## config.mk

```make
export PLATFORM = sky130hd
export DESIGN_NAME = pipe_hazard_ctrl
export DESIGN_NICKNAME = d
export VERILOG_FILES = /design/src/rtl/pipe_hazard_ctrl.sv
export SDC_FILE = /design/constraint.sdc
export NUM_CORES = 1
export LEC_CHECK = 0
export BUFFER_PORTS_ARGS = -buffer_cell sky130_fd_sc_hd__buf_2
export CAP_MARGIN = 20
export CORE_MARGIN = 10
export CORE_UTILIZATION = 47
export CTS_CLUSTER_SIZE = 20
export DETAILED_ROUTE_END_ITERATION = 16
export PLACE_DENSITY = 0.75
export SETUP_SLACK_MARGIN = 0.5
export SYNTH_ARGS = -nofsm -noshare
export SYNTH_HDL_FRONTEND = slang
export SYNTH_SLANG_ARGS = --single-unit
```

## constraint.sdc

```tcl
create_clock -name clk -period 1.9 [get_ports clk]
set_clock_uncertainty 0.15 [all_clocks]
set_input_delay 0.19 -clock clk [delete_from_list [all_inputs] [get_ports clk]]
set_output_delay 0.19 -clock clk [all_outputs]
set_load 0.05 [all_outputs]
```

## src/rtl/pipe_hazard_ctrl.sv

```systemverilog
// Central pipeline control: per-stage ready/flush generation, Q102H forwarding selects,
// data-memory wait FSM, stall/flush performance counters and a sticky memory-timeout flag.
module pipe_hazard_ctrl #(
  parameter int unsigned MEM_TIMEOUT = 255,
  parameter int unsigned CNT_W       = 32
) (
  input  logic             clk,
  input  logic             rst_n,
  input  logic [4:0]       rs1_Q101H,
  input  logic [4:0]       rs2_Q101H,
  input  logic             rs1_used_Q101H,
  input  logic             rs2_used_Q101H,
  input  logic [4:0]       rd_Q102H,
  input  logic             dmem_rd_en_Q102H,
  input  logic [4:0]       rs1_Q102H,
  input  logic [4:0]       rs2_Q102H,
  input  logic [4:0]       rd_Q103H,
  input  logic             reg_write_en_Q103H,
  input  logic [4:0]       rd_Q104H,
  input  logic             reg_write_en_Q104H,
  input  logic             sel_next_pc_alu_out_Q102H,
  input  logic             dmem_req_Q103H,
  input  logic             dmem_ack,
  output logic             ready_Q100H,
  output logic             ready_Q101H,
  output logic             ready_Q102H,
  output logic             ready_Q103H,
  output logic             ready_Q104H,
  output logic             flush_Q101H,
  output logic             flush_Q102H,
  output logic [1:0]       fwd_sel_rs1_Q102H,
  output logic [1:0]       fwd_sel_rs2_Q102H,
  output logic [CNT_W-1:0] stall_cnt,
  output logic [CNT_W-1:0] flush_cnt,
  output logic             mem_timeout_err
);

  localparam int unsigned WaitW = (MEM_TIMEOUT < 1) ? 1 : $clog2(MEM_TIMEOUT + 1);
  localparam logic [WaitW-1:0] WaitMax = WaitW'(MEM_TIMEOUT);

  typedef enum logic [0:0] {
    StRun,
    StMemWait
  } state_e;

  state_e           state_q, state_d;
  logic [WaitW-1:0] wait_cnt_q, wait_cnt_d;
  logic [CNT_W-1:0] stall_cnt_q, stall_cnt_d;
  logic [CNT_W-1:0] flush_cnt_q, flush_cnt_d;
  logic             err_q, err_d;

  logic mem_wait;
  logic branch_flush;
  logic load_use;
  logic rs1_hit;
  logic rs2_hit;

  function automatic logic [1:0] fwd_sel(input logic [4:0] rs,
                                         input logic [4:0] rd3, input logic we3,
                                         input logic [4:0] rd4, input logic we4);
    logic [1:0] sel;
    sel = 2'b00;
    if (we3 && (rd3 != 5'd0) && (rd3 == rs)) begin
      sel = 2'b01;
    end else if (we4 && (rd4 != 5'd0) && (rd4 == rs)) begin
      sel = 2'b10;
    end
    return sel;
  endfunction

  // Hazard classification, highest priority first: memory wait, branch flush, load-use.
  always_comb begin
    rs1_hit      = rs1_used_Q101H && (rs1_Q101H == rd_Q102H);
    rs2_hit      = rs2_used_Q101H && (rs2_Q101H == rd_Q102H);
    mem_wait     = ~dmem_ack & ((state_q == StMemWait) | dmem_req_Q103H);
    branch_flush = ~mem_wait & sel_next_pc_alu_out_Q102H;
    load_use     = ~mem_wait & ~sel_next_pc_alu_out_Q102H & dmem_rd_en_Q102H &
                   (rd_Q102H != 5'd0) & (rs1_hit | rs2_hit);
  end

  // Outputs are forced inactive for as long as reset is held, independent of the inputs.
  always_comb begin
    ready_Q100H       = 1'b0;
    ready_Q101H       = 1'b0;
    ready_Q102H       = 1'b0;
    ready_Q103H       = 1'b0;
    ready_Q104H       = 1'b0;
    flush_Q101H       = 1'b0;
    flush_Q102H       = 1'b0;
    fwd_sel_rs1_Q102H = 2'b00;
    fwd_sel_rs2_Q102H = 2'b00;
    if (rst_n) begin
      ready_Q100H       = 1'b1;
      ready_Q101H       = 1'b1;
      ready_Q102H       = 1'b1;
      ready_Q103H       = 1'b1;
      ready_Q104H       = 1'b1;
      fwd_sel_rs1_Q102H = fwd_sel(rs1_Q102H, rd_Q103H, reg_write_en_Q103H,
                                  rd_Q104H, reg_write_en_Q104H);
      fwd_sel_rs2_Q102H = fwd_sel(rs2_Q102H, rd_Q103H, reg_write_en_Q103H,
                                  rd_Q104H, reg_write_en_Q104H);
      if (mem_wait) begin
        // Write-back still drains; the Q104H control struct inserts the bubble behind it.
        ready_Q100H = 1'b0;
        ready_Q101H = 1'b0;
        ready_Q102H = 1'b0;
        ready_Q103H = 1'b0;
      end else if (branch_flush) begin
        flush_Q101H = 1'b1;
        flush_Q102H = 1'b1;
      end else if (load_use) begin
        ready_Q100H = 1'b0;
        ready_Q101H = 1'b0;
        flush_Q102H = 1'b1;
      end
    end
  end

  always_comb begin
    state_d     = state_q;
    wait_cnt_d  = wait_cnt_q;
    err_d       = err_q;
    stall_cnt_d = stall_cnt_q;
    flush_cnt_d = flush_cnt_q;

    if (mem_wait || load_use) begin
      stall_cnt_d = stall_cnt_q + CNT_W'(1);
    end
    if (branch_flush) begin
      flush_cnt_d = flush_cnt_q + CNT_W'(1);
    end

    unique case (state_q)
      StRun: begin
        if (dmem_req_Q103H && !dmem_ack) begin
          state_d    = StMemWait;
          wait_cnt_d = '0;
        end
      end
      StMemWait: begin
        if (wait_cnt_q != WaitMax) begin
          wait_cnt_d = wait_cnt_q + WaitW'(1);
        end
        // The flag only reports; the pipe keeps waiting for the ack.
        if (wait_cnt_d == WaitMax) begin
          err_d = 1'b1;
        end
        if (dmem_ack) begin
          state_d = StRun;
        end
      end
      default: state_d = StRun;
    endcase
  end

  always_ff @(posedge clk or negedge rst_n) begin
    if (!rst_n) begin
      state_q     <= StRun;
      wait_cnt_q  <= '0;
      err_q       <= 1'b0;
      stall_cnt_q <= '0;
      flush_cnt_q <= '0;
    end else begin
      state_q     <= state_d;
      wait_cnt_q  <= wait_cnt_d;
      err_q       <= err_d;
      stall_cnt_q <= stall_cnt_d;
      flush_cnt_q <= flush_cnt_d;
    end
  end

  assign stall_cnt       = stall_cnt_q;
  assign flush_cnt       = flush_cnt_q;
  assign mem_timeout_err = err_q;

endmodule

```

Word level (Yosys, flattened, before mapping) --
Cells that the tools add are included.
Word-level totals: flip-flop bits (word level) 74, input port bits 45, output and inout port bits 76, word-level logic and storage cells 71
Cells by class: add/sub/neg operators 3, equal/unequal tests 9, mux-type cells 27, bitwise gates (word level) 12, reductions and logical operators 15
Operator list (number):
- adder 32 x 1 -> 32 bit, second input constant | 2
- == test 5 bit | 6
- 2-to-1 mux 8 bit | 3
- 2-to-1 mux 1 bit | 16
- case mux 8 bit (2 select lines) | 1
- nonzero test 5 bit | 3
- 2-to-1 mux 2 bit | 6
- logical AND 1 bit | 9
- adder 8 x 1 -> 8 bit, second input constant | 1
- == test 8 bit, second input constant | 1
- != test 8 bit, second input constant | 1
- AND 1 bit | 6
- inverter 1 bit | 4
- != test 2 bit, second input constant | 1
- OR 1 bit | 2
- case mux 1 bit (2 select lines) | 1
- AND reduction 2 bit | 1
- logical NOT 1 bit | 1
- logical OR 1 bit | 1

Longest topological paths before layout --
depth in word-level cells 11, depth in mapped cells 8, gate-level depth less buffers 7

Worst setup path after synthesis --
OpenSTA, ideal clock, no wires.
kind input to output, start in rd_Q103H[1], end out fwd_sel_rs1_Q102H[1], data arrival time 2.541 ns, data required time 1.560 ns, slack -0.981 ns, cell stages on the path 4, path buffers 0, cells stage by stage or4_1 o21ai_0 nor4_1 nor4_1
Between the ends: longest elaborated chain between the ends 5, elaborated cells on any way between the ends 6, classes of those cells 1 x eq/ne; 2 x mux; 3 x reduce/logical
Ends and longest elaborated chain:
- start, declared | line 17 | input logic [4:0] rd_Q103H,
- nonzero test 5 bit | line 63 | if (we3 && (rd3 != 5'd0) && (rd3 == rs)) begin
- logical AND 1 bit | line 63
- logical AND 1 bit (*) | line 63
- 2-to-1 mux 2 bit (*) | line 63
- 2-to-1 mux 2 bit (*) | line 92 | if (rst_n) begin
- end, declared | line 31 | output logic [1:0] fwd_sel_rs1_Q102H,
Every way passes the cells marked *; elsewhere a longest branch is shown, timed or not.

Worst setup path in the final report --
start reg state_q, end reg flush_cnt_q[28] (netlist: flush_cnt[28])
Between the ends: longest elaborated chain between the ends 4
Ends and longest elaborated chain:
- start, declared | line 46 | state_e state_q, state_d;
- start signal, assigned | line 158 | state_q <= StRun;
- start signal, assigned | line 164 | state_q <= state_d;
- OR 1 bit | line 75 | mem_wait = ~dmem_ack & ((state_q == StMemWait) | dmem_req_Q103H);
- AND 1 bit | line 75
- inverter 1 bit | line 76 | branch_flush = ~mem_wait & sel_next_pc_alu_out_Q102H;
- AND 1 bit | line 76
- end signal, assigned | line 168 | flush_cnt_q <= flush_cnt_d;
- end, declared | line 49 | logic [CNT_W-1:0] flush_cnt_q, flush_cnt_d;
No other way between the ends. A chain may end at the register's enable or synchronous reset.

==> results <==
- In this run the clock root is driven by a sky130_fd_sc_hd__clkbuf_8.
- Among cell families on the critical path, the largest total delay comes from simple AND/OR/NAND/NOR gates.
- The launch point of the worst path is state_q.
- Power spread over the standard cell area amounts to 789 nW/µm².
- The sum of buffers and inverters on the critical path is 2.
- Across the run, the number of max-cap violations was 0.
- The portion of the post-synthesis area used by sequential elements is 46.6%.
- The final count of hold timing violations is 0.
- The core region is 8220 µm².
- The element type at the critical path end is a flop.
- The end point of the critical path is flush_cnt[28].
- The maximum fanout along the worst path is 6.
- The deepest clock path buffer count is 2.
- The placed instances occupy a cell area of 5480 µm².
- Counting flops with a built-in enable in the synthesized netlist gives 0.
- For this run, the total global-route usage over all layers was measured as 21.5%.
- Summing every instance area after synthesis gives 3970 µm².
- The total vias in the final route is 4044.
- The share of synthesized area in the top cell type comes to 46.6%.
- The critical path's slowest cell is sky130_fd_sc_hd__dfrtp_1.
- The final critical path time including I/O delays and setup is 2.16 ns.
- The detailed route wirelength on metal3 is 692 µm.
- The cell depth of the worst flop-to-flop path is 8.
- Of the available clock period, the critical path in the final layout requires 114%.
- The final reports fail on negative setup slack.
- For this block, the routed nets add up to 16.0 mm of wire.
- The number of fill cells is 342.
- After detailed routing, the met2 layer carries 8.59 mm of wire.
- The critical path crosses 8 cells after its start point.
- Among all cell types in the netlist, the one instantiated most often is sky130_fd_sc_hd__dfrtp_1.
- The biggest area contributor in the post-synthesis netlist is sky130_fd_sc_hd__dfrtp_1.
- After routing the design area is 7360 µm².
- The commonest cells after synthesis are 74 x sky130_fd_sc_hd__dfrtp_1, 54 x sky130_fd_sc_hd__xor2_1, 41 x sky130_fd_sc_hd__xnor2_1.
- The post-synthesis net count is 433.
- After the first detailed-routing iteration, the DRC count stood at 198.
- During placement, the flow inserted port buffers numbering 120.
- Measured along the y axis, the die boundary spans 112 µm.
- In this run the tightest slew margin relative to its limit is 54.6%.
- The count of unique library cells instantiated by Yosys is 45.
- The leakage component of the power is 3.53 nW.
- The first detailed-routing pass took 4 iterations.
- The maximum level of the CTS H-tree is 3.
- The highest ir drop seen on vdd is 926 µV.
- The largest single stage delay on the critical path is 0.43 ns.
- The area enclosed by the die boundary is 12500 µm².
- The setup slack of the critical path after layout is -0.260 ns.
- Once the floorplan was initialized, standard cells occupied 48.3% of the core.
- Setup repair after global routing could not meet its margin everywhere.
- The post-detailed-route wirelength per cell is 21.9 µm.
- The clock net in this run drives a total of 74 sinks.
- The later pin in the worst-skew pair is clocked with a latency of 0.36 ns.
- The via count of the first global-routing pass is 4204.
- The met1 layer wirelength in the final routing is 6.00 mm.
- On the final layout, the worst hold slack is 0.0515 ns.
- The synthesis-to-layout area growth is 85.4%.
- The first global-routing pass estimated 22.2 mm of wire.
- The clock slew seen by the registers of the worst setup and hold paths is 0.09 ns.
- The reg-to-reg critical path startpoint is state_q.
- Once detail routing completed, the nets flagged for antenna violations numbered 0.
- The top achievable clock speed is 0.463 GHz.
- Row generation in the floorplan step produced 33 rows.
- Setup slack on the worst reg-to-reg path comes out at -0.26 ns.
- The worst path required time is 2.01 ns.
- The number of antenna violations at the first check in global routing is 3.
- From left edge to right edge, the die measures 112 µm.
- The startpoint class of the critical path is a flop.
- The total grt overflow is 0.
- The number of synthesis warnings is 0.
- The count of unresolved DRC violations after routing is 0.
- The global placement routability congestion is 0.894.
- The total of endpoints with negative setup slack in the final report is 57.
- The end of the worst register-to-register path is flush_cnt[28].
- The half-perimeter wire length after detailed placement is 8.59 mm.
- The worst hold-check path type is input pin to asynchronous set/reset pin.
- For the pin with the worst max-slew slack, the measured transition is 0.681 ns.
- In this run the mean area of a mapped cell was 10.3 µm².
- Counting flops with an async set or reset pin after synthesis yields a share of 100%.
- The most used flip-flop cell after synthesis is sky130_fd_sc_hd__dfrtp_1.
- The critical path data arrival time is 2.27 ns.
- Cells with a size suffix above 1 make up 69.9% of the layout.
- Routed signal wires occupy layers up through met4.
- The flow ran to the end, but the final reports show violations.
- The final number of max-transition violations is 0.
- The final layout contains 667 nets.
- The worst setup path category is flop to flop.
- The total clock buffers created by CTS is 9.
- The cell count after synthesis came out at 385.
- Entering global routing, the biggest net connects 54 pins.
- Walking the worst path, the cells encountered are o21bai_4 -> inv_2 -> buf_6 -> nor4_4 -> nand3_2 -> nor2b_4 -> nand4_1 -> xnor2_1.
- Ranked by total cell area, the synthesized netlist is headed by sky130_fd_sc_hd__dfrtp_1 47%, sky130_fd_sc_hd__xor2_1 12%, sky130_fd_sc_hd__xnor2_1 9.0%.
- TritonCTS built the clock tree.
- The number of ports placed on the die boundary is 121.
- The routed via count divided by cell count is 5.52.
- The synthesized flop and latch total is 74.
how the worst min path moves through the flow:
stage / slack (ns) / to / depth (start not counted) / start
CTS: 0.07 / stall_cnt[10] / 3 / rst_n
global route: 0.11 / flush_cnt[19] / 3 / rst_n
floorplan: -0.26 / flush_cnt[0] / 0 / rst_n
finish: 0.05 / flush_cnt[8] / 3 / rst_n
global placement: 0.12 / stall_cnt[22] / 2 / rst_n
detailed placement: 0.10 / stall_cnt[23] / 2 / rst_n
cell usage in the layout (no fill, tap or decap), types with 5 or more instances in the layout:
cell | Yosys | layout
sky130_fd_sc_hd__a21oi_2 | 0 | 5
sky130_fd_sc_hd__a21oi_4 | 1 | 5
sky130_fd_sc_hd__and3_4 | 0 | 8
sky130_fd_sc_hd__buf_12 | 0 | 6
sky130_fd_sc_hd__buf_2 | 0 | 54
sky130_fd_sc_hd__buf_4 | 3 | 76
sky130_fd_sc_hd__buf_6 | 2 | 54
sky130_fd_sc_hd__buf_8 | 0 | 27
sky130_fd_sc_hd__clkbuf_4 | 0 | 11
sky130_fd_sc_hd__clkbuf_8 | 0 | 9
sky130_fd_sc_hd__dfrtp_1 | 74 | 26
sky130_fd_sc_hd__dfrtp_2 | 0 | 48
sky130_fd_sc_hd__inv_1 | 10 | 9
sky130_fd_sc_hd__nand2_1 | 31 | 21
sky130_fd_sc_hd__nand2_4 | 0 | 7
sky130_fd_sc_hd__nand3_1 | 23 | 9
sky130_fd_sc_hd__nand3_2 | 0 | 12
sky130_fd_sc_hd__nand4_1 | 10 | 10
sky130_fd_sc_hd__nor2_4 | 0 | 18
sky130_fd_sc_hd__nor3_2 | 0 | 9
sky130_fd_sc_hd__nor4_4 | 2 | 11
sky130_fd_sc_hd__xnor2_1 | 41 | 29
sky130_fd_sc_hd__xnor2_2 | 0 | 12
sky130_fd_sc_hd__xor2_1 | 54 | 54
layer usage:
metal  up-vias  track usage, %
met3        50            3.97
met5         -               0
met4         0            8.71
met1      2056            24.1
li1       1806               -
met2       132            39.1
cells by family (layout without fill, tap and decap cells):
kind of cell	count (synthesis)	in the layout	synth area share (%)
other	0	3	0
and+or+nand+nor	157	157	22.2
buffers and inverters	20	259	2.55
adders and majority gates	3	3	0.945
AOI/OAI and AO/OA	33	33	5.89
muxes	3	3	0.819
xor gates and xnor gates	95	95	20.9
DFF	74	74	46.6
timing repair:
action                                 CTS  global route
cloned                                   2             0
setup endpoints to repair              105           123
hold buffers                             1             0
gates resized for setup                198           109
buffers inserted                        31            21
pin swaps                               47            48
endpoints found under the hold margin   21             0
where the power goes:
group	switching [W]	internal (W)	leakage, nW	total [W]
combinational	0.00139	0.00111	2.52	0.00250
clock	0.000658	0.000610	0.0925	0.00127
sequential	0.000253	0.00179	0.912	0.00204
area by class of cell:
class | count | area (µm²) | share of cell area [%]
timing repair buffer | 231 | 2120 | 28.8
clock inverter | 6 | 67.6 | 0.918
inverter | 12 | 48.8 | 0.663
sequential | 74 | 1910 | 26.0
tap | 105 | 131 | 1.78
antenna | 3 | 7.51 | 0.102
clock buffer | 10 | 128 | 1.73
multi-input combinational | 291 | 2950 | 40.0
worst reg2reg max path, delay by kind of cell, from the launching register on:
kind	cells	cell delay (ns)
and+or+nand+nor	4	0.83
xor gates and xnor gates	1	0.25
AOI/OAI and AO/OA	1	0.22
DFF	1	0.43
buffers and inverters	2	0.19
state kept, by name, summed over array words and instances (netlist names):
signal,count
wait_cnt_q,8
flush_cnt,32
mem_timeout_err,1
state_q,1
stall_cnt,32
stage by stage:
step                      setup slack [ns]  total power [W]  util (%)  instances  setup TNS (ns)
after floorplan                     -0.180          0.00319         -        385           -2.72
after global placement              -0.177          0.00379      66.7        657           -3.99
after detailed placement            -0.212          0.00384      66.7        657           -5.12
after CTS                           -0.115          0.00555      82.2        707           -1.78
after global routing                -0.371          0.00603      89.6        732           -9.80
final                               -0.260          0.00581      89.6        732           -5.39
Power figures use the tool's default switching activity.
